--- src/rtl/countdown_timer.sv ---
// MM:SS countdown timer with preset load from switches, start/pause button and
// an alarm at 00:00. Raw buttons are synchronised and debounced internally.
module countdown_timer #(
  parameter int TICKS_PER_SEC   = 50000000,
  parameter int DEBOUNCE_CYCLES = 1000000
) (
  input  logic       clk,
  input  logic       rst_n,
  input  logic       btn_start,
  input  logic       btn_load,
  input  logic [7:0] sw,
  output logic [3:0] min1,
  output logic [3:0] min0,
  output logic [3:0] sec1,
  output logic [3:0] sec0,
  output logic       running,
  output logic       expired,
  output logic       sec_tick
);
  localparam int PW = (TICKS_PER_SEC > 1) ? $clog2(TICKS_PER_SEC) : 1;
  localparam int CW = $clog2(DEBOUNCE_CYCLES + 1);
  localparam logic [PW-1:0] PRESC_MAX = PW'(TICKS_PER_SEC - 1);
  localparam logic [CW-1:0] DB_LAST   = CW'(DEBOUNCE_CYCLES - 1);

  typedef enum logic [1:0] {IDLE, RUN, PAUSE, DONE} state_t;

  state_t        state, state_n;
  logic [15:0]   tm, tm_n;
  logic [PW-1:0] presc, presc_n;
  logic          running_n, expired_n;

  logic [1:0]    btn_raw, sync_p0, sync_p1, db_lvl, db_lvl_q, press;
  logic [CW-1:0] db_cnt [2];
  logic          go, ld, tick, nonzero, at_one;

  function automatic logic [3:0] clamp_bcd(input logic [3:0] d, input logic [3:0] lim);
    return (d > lim) ? lim : d;
  endfunction

  // BCD borrow chain across sec0 -> sec1 -> min0 -> min1
  function automatic logic [15:0] bcd_dec(input logic [15:0] t);
    logic [3:0] m1, m0, s1, s0;
    {m1, m0, s1, s0} = t;
    if (s0 != 4'd0) s0 = s0 - 4'd1;
    else begin
      s0 = 4'd9;
      if (s1 != 4'd0) s1 = s1 - 4'd1;
      else begin
        s1 = 4'd5;
        if (m0 != 4'd0) m0 = m0 - 4'd1;
        else begin
          m0 = 4'd9;
          m1 = m1 - 4'd1;
        end
      end
    end
    return {m1, m0, s1, s0};
  endfunction

  assign btn_raw = {btn_load, btn_start};

  // Stage p0/p1: synchroniser, then debounce against the accepted level
  always_ff @(posedge clk) begin
    if (!rst_n) begin
      sync_p0  <= '0;
      sync_p1  <= '0;
      db_lvl   <= '0;
      db_lvl_q <= '0;
      press    <= '0;
      for (int i = 0; i < 2; i++) db_cnt[i] <= '0;
    end else begin
      sync_p0  <= btn_raw;
      sync_p1  <= sync_p0;
      db_lvl_q <= db_lvl;
      press    <= db_lvl & ~db_lvl_q;
      for (int i = 0; i < 2; i++) begin
        if (sync_p1[i] == db_lvl[i]) begin
          db_cnt[i] <= '0;
        end else if (db_cnt[i] == DB_LAST) begin
          db_cnt[i] <= '0;
          db_lvl[i] <= sync_p1[i];
        end else begin
          db_cnt[i] <= db_cnt[i] + CW'(1);
        end
      end
    end
  end

  assign go      = press[0];
  assign ld      = press[1] && (state != RUN);
  assign nonzero = |tm;
  assign at_one  = (tm == 16'h0001);
  // A start press in RUN pauses before the second can expire
  assign tick    = (state == RUN) && !go && (presc == PRESC_MAX) && nonzero;

  always_ff @(posedge clk) begin
    if (!rst_n) begin
      state    <= IDLE;
      tm       <= '0;
      presc    <= '0;
      running  <= 1'b0;
      expired  <= 1'b0;
      sec_tick <= 1'b0;
    end else begin
      state    <= state_n;
      tm       <= tm_n;
      presc    <= presc_n;
      running  <= running_n;
      expired  <= expired_n;
      sec_tick <= tick;
    end
  end

  always_comb begin
    state_n = state;
    case (state)
      IDLE:    if (!ld && go && nonzero) state_n = RUN;
      RUN: begin
        if (go)                  state_n = PAUSE;
        else if (tick && at_one) state_n = DONE;
      end
      PAUSE: begin
        if (ld)      state_n = IDLE;
        else if (go) state_n = RUN;
      end
      DONE:    if (ld || go) state_n = IDLE;
      default: state_n = IDLE;
    endcase
  end

  always_comb begin
    tm_n      = tm;
    presc_n   = presc;
    running_n = (state_n == RUN);
    expired_n = (state_n == DONE);
    if (ld) begin
      tm_n    = {clamp_bcd(sw[7:4], 4'd5), clamp_bcd(sw[3:0], 4'd9), 8'h00};
      presc_n = '0;
    end else if (state == RUN && !go) begin
      presc_n = (presc == PRESC_MAX) ? '0 : presc + PW'(1);
      if (tick) tm_n = bcd_dec(tm);
    end
  end

  assign {min1, min0, sec1, sec0} = tm;

endmodule

--- config.mk ---
export PLATFORM = sky130hd
export DESIGN_NAME = countdown_timer
export DESIGN_NICKNAME = d
export VERILOG_FILES = /design/src/rtl/countdown_timer.sv
export SDC_FILE = /design/constraint.sdc
export NUM_CORES = 1
export LEC_CHECK = 0
export BUFFER_PORTS_ARGS = -buffer_cell sky130_fd_sc_hd__buf_2
export CAP_MARGIN = 20
export CORE_MARGIN = 5
export CORE_UTILIZATION = 50
export DETAILED_ROUTE_END_ITERATION = 10
export PLACE_DENSITY = 0.7
export SYNTH_ARGS = -nofsm -noshare
export SYNTH_HDL_FRONTEND = slang
export SYNTH_SLANG_ARGS = --single-unit
--- constraint.sdc ---
create_clock -name clk -period 2.3 [get_ports clk]
set_clock_uncertainty 0.05 [all_clocks]
set_input_delay 0.115 -clock clk [delete_from_list [all_inputs] [get_ports clk]]
set_output_delay 0.115 -clock clk [all_outputs]
set_load 0.01 [all_outputs]
==> impl_metrics.csv, run 1 <==
group,metric,value,unit
route,final_antenna_net_count,0,
logic_synthesis,synthCells,492,
setup_path,critical_path.cell_chain,"nor4b_4, nand4_1, buf_4, or4b_4, buf_4, o21ai_0, nor2_1, a211oi_1",
clock_tree,worstSkewPairLatency,0.37,ns
timing,fin_crit_sh,98.6,%
logic_synthesis,synthArstFlopShare,0,%
route,drc,0,
setup_path,path_common_cell,"buf_4",
logic_synthesis,synth_top_cell_by_area,"edfxtp_1",
die,die_y,107,um
die,rows,35,
setup_path,r2r_start,"presc[24]",
layout,syn_to_final_growth,25.3,%
timing,min_period,2.27,ns
die,boundaryPins,31,
logic_synthesis,synthTopCellsByArea,"edfxtp_1, dfxtp_1, nor2_1",
grt,globalRouteMet2Util,29.1,%
setup_path,ff2ff_path_depth,8,
timing,tns,0,ns
logic_synthesis,ys_ff_latch,97,
grt,top_usage_layer,"met2",
timing,hold_violations,0,
setup_path,r2r-end,"tm[13]",
layout,n_fill_cell,764,
logic_synthesis,yosys_warnings,0,
layout,final_cell_mix,"nor2_1, buf_4, dfxtp_1",
layout,antenna_cells,0,
setup_path,crit_path_max_incr_delay,0.52,ns
layout,final_common_cell,"nor2_1",
die,fp.dieW,107,um
timing,setup_viol,0,
timing,drv_slew,0,
logic_synthesis,synth.top_cell.area_share,25.7,%
setup_path,crit_arrival,2.49,ns
grt,grtUsageMet1,21.4,%
grt,grt_pass1_wl,15900,um
clock_tree,cts_buffer_depth,2,
place,pre_cts_slack,-0.0588,ns
timing,fmax,0.441,GHz
setup_path,critPathBufInv,2,
setup_path,end_kind,"register",
route,wl_per_cell,12.7,um
timing,rsz0062_at_grt,"yes",
clock_tree,cts_tree,"built",
route,via_per_inst,5.08,
route,finalWirelength,9360,um
power,power.density,526,nW/um2
grt,grt.overflow.total,0,
clock_tree,cts-root-buf,"clkbuf_8",
setup_path,critical_path_depth,8,
clock_tree,cts_made_buffers,9,
logic_synthesis,syn_area,4680,um2
layout,drive_gt1_share,22.5,%
timing,setup_ws,0.0328,ns
clock_tree,path_clk_slew,0.10,ns
route,dr.pass1.iters,4,
place,numPortBuffers,30,
layout,finalNetCount,639,
setup_path,slowest_stage,"or4b_4",
worst_hold_path,hold_class,"in -> reg",
place,routabilityCongestion,0.831,
setup_path,r2r_slack,0.03,ns
setup_path,worst-setup-path-type,"reg -> reg",
setup_path,critPathRequiredTime,2.53,ns
die,core_area,9200,um2
setup_path,crit_end,"tm[13]",
setup_path,crit_start,"presc[24]",
route,first_iter_violations,118,
place,dp_hpwl,6650,um
grt,track_usage,17.0,%
timing,finalHoldWorstSlack,0.0206,ns
setup_path,cp-start-kind,"register",
grt,grt_max_degree,25,
logic_synthesis,ys_seq_area_share,50.1,%
logic_synthesis,synth_edf_count,40,
run_status,status,"finished, final reports clean",
clock_tree,htree_levels,3,
route,vias,3747,
grt,grt_pass1_vias,3645,
grt,antenna_found_initial,0,
logic_synthesis,syn_avg_cell_area,9.51,um2
setup_path,crit_family,"simple AND/OR/NAND/NOR gates",
power,leakagePower,2.30,nW
clock_tree,cts_sinks,97,
power,irDropWorstVdd,0.000234,V
logic_synthesis,synth_cell_types,49,
job,max_cap_violations,0,
logic_synthesis,synth_top_flop_cell,"dfxtp_1",
die,start_util,50.9,%
grt,grt_util_met3,3.31,%
die,dieArea,11400,um2
setup_path,critPathMaxFanout,3,
## stage by stage
step	util (%)	total power, mW	area [um2]	cells
finish	63.7	3.08	5860	738
global placement	59.6	1.98	5480	711
detailed placement	59.6	1.99	5480	711
global route	63.7	3.22	5860	738
CTS	62.5	3.12	5750	733
floorplan	-	1.95	4830	531
## worst register-to-register path, stage by stage (launching register included)
cell	delay, ns
dfxtp_4	0.36
nor4b_4	0.30
nand4_1	0.20
buf_4	0.18
or4b_4	0.52
buf_4	0.16
o21ai_0	0.14
nor2_1	0.06
a211oi_1	0.21
## state kept, by name (all words and copies together), names as in the netlist
signal,flops
sec_tick,1
tm,16
press,2
running,1
db_cnt,40
sync_p1,2
state,2
db_lvl,2
db_lvl_q,2
sync_p0,2
expired,1
presc,26
## Yosys cell counts (2+ instances only)
cell        n
and2_1      9
a311oi_1    3
clkbuf_1   10
nor4b_1     4
and4_1      4
nand4_1    12
xnor2_1    33
and3_1     18
inv_1      14
a211oi_1    3
o21ai_0     9
a21oi_1    13
or4_1       7
or3b_2      2
or3_1       4
nand2_1    30
ha_1        5
nor3b_1     4
nor4b_2     2
nor4_1      4
mux2i_1     3
or2_2       2
edfxtp_1   40
nor3_1      7
dfxtp_1    57
nor2_1    104
o22ai_1     2
nand3_1    29
a31oi_1     2
nor2b_1     5
nand2b_1    2
xor2_1     32
## worst min-delay path by stage
| stage | start | to | slack (ns) | cells after the start |
|---|---|---|---|---|
| floorplan | rst_n | tm[11] | 0.18 | 1 |
| global placement | btn_load | sync_p0[1] | 0.27 | 2 |
| detailed placement | btn_load | sync_p0[1] | 0.27 | 2 |
| CTS | sw[1] | tm[9] | 0.003 | 3 |
| global route | sw[1] | tm[9] | 0.02 | 3 |
| finish | sw[1] | tm[9] | 0.02 | 3 |
## logic make-up (layout without fill, tap and decap cells)
logic type	after synthesis	in the layout	synth area share (%)
xor+xnor	65	65	12.2
compound gates	37	37	4.82
other cells	1	40	0.0802
buf+inv	26	121	2.27
mux	4	4	0.883
flops	97	97	50.1
fa+ha+maj	5	5	1.34
simple gates	257	258	28.4
## timing repair
item / in CTS / in global routing
buffers inserted: 2 / 5
cloned: 1 / 0
hold buffers: 3 / 0
pin swaps: 4 / 8
resized for setup: 5 / 22
endpoints found under the hold margin: 3 / 0
endpoints found under the setup margin: 5 / 9
## report_power, final
| part | switching, mW | internal (mW) |
|---|---|---|
| Clock | 0.618 | 0.514 |
| Combinational | 0.0568 | 0.0447 |
| Sequential | 0.0313 | 1.82 |
## final cells by class
cell class                 instances  area (um2)  share of cell area [%]
inverter                          14        52.6                   0.897
multi-input combinational        409        2470                    42.1
timing repair buffer              91         644                    11.0
clock buffer                       9         124                    2.11
clock inverter                     7        76.3                    1.30
sequential                        97        2360                    40.2
tap                              111         139                    2.37
## routing by layer
layer  part of all wire, %  wire length, um
met1                    46             4300
met2                    50             4650
met3                   3.0              282
met4                   1.4              131
met5                     0                0
(Power assumes the default switching activity.)
==> run 2, diff against run 1 <==
Settings changed: GPL_TIMING_DRIVEN set to 0.
==> impl_metrics.csv, run 2 (synthesized netlist as in run 1, its figures left out) <==
group,metric,value,unit
run_status,status,"finished, final reports clean",
place,dp_hpwl,6270,um
setup_path,critical_path.cell_chain,"inv_2, ha_4, or3b_4, or4_4, or4b_4, buf_6, nor2_4, o21ai_1, a21oi_1",
timing,drv_slew,0,
grt,grt.overflow.total,0,
route,via_per_inst,5.27,
die,dieArea,11400,um2
route,first_iter_violations,107,
route,drc,0,
die,start_util,50.9,%
place,placed_cells,672,
clock_tree,worstSkewPairLatency,0.36,ns
clock_tree,cts_buffer_depth,2,
power,irDropWorstVdd,0.000350,V
layout,finalNonFillerCells,707,
grt,antenna_found_initial,0,
die,boundaryPins,31,
die,fp.dieW,107,um
timing,fmax,0.437,GHz
power,swShare,23.3,%
setup_path,cp-start-kind,"register",
layout,design_area,5680,um2
grt,grt_pass1_vias,3458,
power,pwr-share-comb,3.2,%
timing,min_period,2.29,ns
layout,reg_top3,"db_cnt: 40 flops, presc: 26 flops, tm: 16 flops",
power,clkPwrFrac,37.0,%
clock_tree,cts-root-buf,"clkbuf_8",
grt,grt_max_degree,18,
clock_tree,htree_levels,3,
timing,hold_violations,0,
die,die_y,107,um
layout,final_common_cell,"nor2_1",
setup_path,critPathBufInv,2,
place,numPortBuffers,30,
route,final_antenna_net_count,0,
layout,syn_to_final_growth,21.4,%
setup_path,critPathRequiredTime,2.48,ns
layout,top_register,"db_cnt",
clock_tree,cts_made_buffers,9,
route,finalWirelength,9350,um
setup_path,r2r_slack,0.01,ns
die,rows,35,
power,p_sw,0.722,mW
worst_hold_path,hold_class,"in -> reg",
setup_path,worst-setup-path-type,"reg -> reg",
setup_path,end_kind,"register",
place,routabilityCongestion,0.783,
route,vias,3725,
timing,rsz0062_at_grt,"yes",
die,core_area,9200,um2
job,max_cap_violations,0,
timing,setup_viol,0,
layout,finalNetCount,608,
route,wl_per_cell,13.2,um
clock_tree,path_clk_slew,0.10,ns
setup_path,crit_path_max_incr_delay,0.57,ns
grt,track_usage,16.0,%
power,power.density,545,nW/um2
timing,relSlewSlack,62.7,%
layout,drive_gt1_share,21.5,%
setup_path,critPathMaxFanout,5,
timing,fin_crit_sh,99.4,%
power,power,3.10,mW
layout,final_cell_mix,"nor2_1, edfxtp_1, conb_1, dfxtp_1",
clock_tree,cts_sinks,97,
timing,worstMarginPinSlew,0.560,ns
layout,n_fill_cell,768,
clock_tree,cts_tree,"built",
power,p_int,2.37,mW
route,dr.pass1.iters,6,
power,seqPwrFrac,59.8,%
place,postPlaceCellArea,5120,um2
setup_path,crit_arrival,2.46,ns
setup_path,crit_family,"simple AND/OR/NAND/NOR gates",
grt,grt_pass1_wl,15100,um
power,leakagePower,2.13,nW
layout,largest_reg_flops,40,
layout,antenna_cells,0,
setup_path,slowest_stage,"or4_4",
run 2: cell count changes in the layout (fill, tap and decap cells not counted), sizes merged:
cell	before	now
buf	88	52
clkbuf	9	15
clkinv	2	3
inv	17	16
or4b	3	2
run 2: layer usage:
metal  GRT usage, %  wire, um
met4           4.93       108
met1           19.6      4200
met2           28.0      4730
met3           3.43       320
met5              0         0
run 2: worst reg2reg max path, stage by stage (launching register included):
cell	delay, ns
dfxtp_2	0.34
inv_2	0.07
ha_4	0.13
or3b_4	0.37
or4_4	0.57
or4b_4	0.25
buf_6	0.12
nor2_4	0.03
o21ai_1	0.12
a21oi_1	0.09
run 2: through the flow:
step / TNS [ns] / hold slack, ns / worst slack, ns / util, %
after floorplan: 0 / 0.182 / 0.00131 / -
after global placement: -7.31 / 0.274 / -0.205 / 55.7
after detailed placement: -8.52 / 0.290 / -0.232 / 55.7
after CTS: -0.0311 / 0.0233 / -0.0311 / 59.5
after global routing: -0.235 / 0.0180 / -0.0566 / 61.7
final: 0 / 0.0468 / 0.0139 / 61.7
run 2: power by group through the flow:
| stage | Combinational [mW] | Sequential [mW] | Clock, mW |
|---|---|---|---|
| after floorplan | 0.0663 | 1.88 | 0 |
| after global placement | 0.0898 | 1.89 | 0 |
| after detailed placement | 0.0909 | 1.89 | 0 |
| after CTS | 0.0965 | 1.85 | 1.18 |
| after global routing | 0.113 | 1.86 | 1.25 |
| final | 0.0996 | 1.85 | 1.14 |
run 2: worst paths after layout:
path | start | endpoint | depth (start not counted)
setup / recovery | tm[12] | tm[14] | 9
hold / removal | sw[1] | tm[9] | 3
setup reg to reg | tm[12] | tm[14] | 9
hold reg to reg | db_lvl_q[0] | press[0] | 1
run 2: area by class of cell:
cell class | instances | area, um2 | area share, %
repair buffers | 50 | 319 | 5.62
clock buffers | 9 | 124 | 2.18
inverters | 14 | 52.6 | 0.926
well taps | 111 | 139 | 2.45
clock inverters | 7 | 77.6 | 1.37
plain buffers | 11 | 62.6 | 1.10
flip-flops and latches | 97 | 2370 | 41.7
multi-input cells | 408 | 2530 | 44.6
run 2: what timing repair did:
item                       in CTS  in global routing
setup endpoints to repair      55                 76
gates resized for setup        17                 55
hold buffers                    3                  0
setup buffers                   8                  8
pin swaps                       4                 13
hold endpoints to repair        3                  0
gates cloned                    1                  0
==> run 3, diff against run 2 <==
Settings changed: CTS_BUF_LIST set to sky130_fd_sc_hd__clkbuf_4.
==> impl_metrics.csv, run 3 (synthesized netlist as in run 1, its figures left out) <==
group,metric,value,unit
run_status,status,"finished, violations left",
run_status,violations,"setup timing",
timing,relSlewSlack,62.8,%
setup_path,critical_path.cell_chain,"inv_2, ha_4, or3b_4, or4_4, or4b_4, buf_8, nor2_1, o21ai_1, a21oi_1",
die,start_util,50.9,%
clock_tree,cts-root-buf,"clkbuf_4",
route,via_per_inst,5.22,
setup_path,end_kind,"register",
clock_tree,cts_buffer_depth,2,
grt,antenna_found_initial,0,
clock_tree,worstSkewPairLatency,0.44,ns
timing,hold_violations,0,
die,dieArea,11400,um2
clock_tree,path_clk_slew,0.15,ns
place,numPortBuffers,30,
die,rows,35,
clock_tree,htree_levels,3,
route,vias,3725,
route,drc,0,
timing,fmax,0.429,GHz
layout,multi_input_area,2540,um2
worst_hold_path,hold_class,"in -> reg",
layout,final_cell_mix,"nor2_1, edfxtp_1, conb_1, dfxtp_1",
timing,setup_viol,2,
timing,drv_slew,0,
route,wl_per_cell,13.0,um
layout,syn_to_final_growth,22.0,%
layout,largest_reg_flops,40,
layout,antenna_cells,0,
setup_path,slowest_stage,"or4_4",
route,finalWirelength,9260,um
route,first_iter_violations,97,
power,leakagePower,2.18,nW
job,max_cap_violations,0,
layout,final_common_cell,"nor2_1",
setup_path,critPathMaxFanout,5,
route,dr.pass1.iters,4,
layout,finalNetCount,615,
setup_path,crit_arrival,2.60,ns
die,fp.dieW,107,um
place,placed_cells,672,
clock_tree,cts_tree,"built",
grt,grt_pass1_vias,3472,
clock_tree,cts_made_buffers,9,
power,irDropWorstVdd,0.000280,V
layout,finalNonFillerCells,714,
setup_path,cp-start-kind,"register",
power,power.density,508,nW/um2
grt,grt.overflow.total,0,
timing,fin_crit_sh,101,%
grt,grt_max_degree,18,
layout,top_register,"db_cnt",
die,die_y,107,um
setup_path,worst-setup-path-type,"reg -> reg",
layout,regArea,2370,um2
setup_path,critPathRequiredTime,2.57,ns
layout,design_area,5710,um2
timing,setup_ws,-0.0283,ns
place,postPlaceCellArea,5120,um2
place,dp_hpwl,6270,um
grt,grt_pass1_wl,15100,um
clock_tree,cts_sinks,97,
timing,worstMarginPinSlew,0.558,ns
layout,drive_gt1_share,22.2,%
die,core_area,9200,um2
setup_path,crit_path_max_incr_delay,0.57,ns
timing,rsz0062_at_grt,"yes",
die,boundaryPins,31,
grt,track_usage,16.1,%
layout,n_fill_cell,766,
place,routabilityCongestion,0.783,
timing,min_period,2.33,ns
layout,reg_top3,"db_cnt: 40 flops, presc: 26 flops, tm: 16 flops",
route,final_antenna_net_count,0,
[run 3: where the power goes]
part	switching (mW)	internal, mW	total, mW
Combinational	0.0592	0.0466	0.106
Sequential	0.0319	1.82	1.85
Clock	0.597	0.342	0.939
Total	0.688	2.21	2.90
[run 3: final timing paths]
| kind | from | to | slack (ns) | depth (start not counted) |
|---|---|---|---|---|
| max | tm[13] | tm[14] | -0.03 | 9 |
| min | sw[5] | tm[13] | 0.05 | 5 |
| max reg2reg | tm[13] | tm[14] | -0.03 | 9 |
| min reg2reg | db_lvl_q[0] | press[0] | 0.34 | 1 |
[run 3: per-stage QoR]
| stage | TNS, ns | hold WS (ns) | setup WS (ns) | power [mW] | util [%] |
|---|---|---|---|---|---|
| floorplan | 0 | 0.182 | 0.00131 | 1.95 | - |
| global placement | -7.31 | 0.274 | -0.205 | 1.98 | 55.7 |
| detailed placement | -8.52 | 0.290 | -0.232 | 1.98 | 55.7 |
| CTS | -0.0139 | 0.00850 | -0.00987 | 2.94 | 59.4 |
| global route | -0.465 | 0.0441 | -0.0772 | 3.04 | 62.0 |
| finish | -0.0416 | 0.0524 | -0.0283 | 2.90 | 62.0 |
[run 3: critical path: cells and delay by family (launching register included)]
family	cells	cell delay, ns
adder cells (fa/ha/maj)	1	0.14
AND/OR/NAND/NOR	4	1.24
flip-flops	1	0.36
buffers and inverters	2	0.19
AO/OA/AOI/OAI	2	0.23
[run 3: layer usage]
layer  vias to the layer above  track usage, %  wire (um)
met5                         -               0          0
met4                         0            6.58        181
met3                        20            3.37        304
met2                        66            27.7       4650
met1                      1750            19.6       4120
li1                       1889               -          -
[run 3: what timing repair did]
item                       in CTS  in global routing
setup endpoints to repair      56                 76
hold endpoints to repair        8                  0
buffers inserted                8                 10
hold buffers                    8                  0
gates cloned                    0                  1
gates resized for setup        21                 50
pin swaps                       4                 10
[run 3: final cells by class]
| type | count | share of cell area (%) |
|---|---|---|
| Clock buffer | 9 | 1.18 |
| Buffer | 11 | 1.12 |
| Tap cell | 111 | 2.43 |
| Multi-Input combinational cell | 408 | 44.6 |
| Clock inverter | 7 | 1.36 |
| Timing Repair Buffer | 57 | 6.91 |
| Inverter | 14 | 0.921 |
| Sequential cell | 97 | 41.5 |
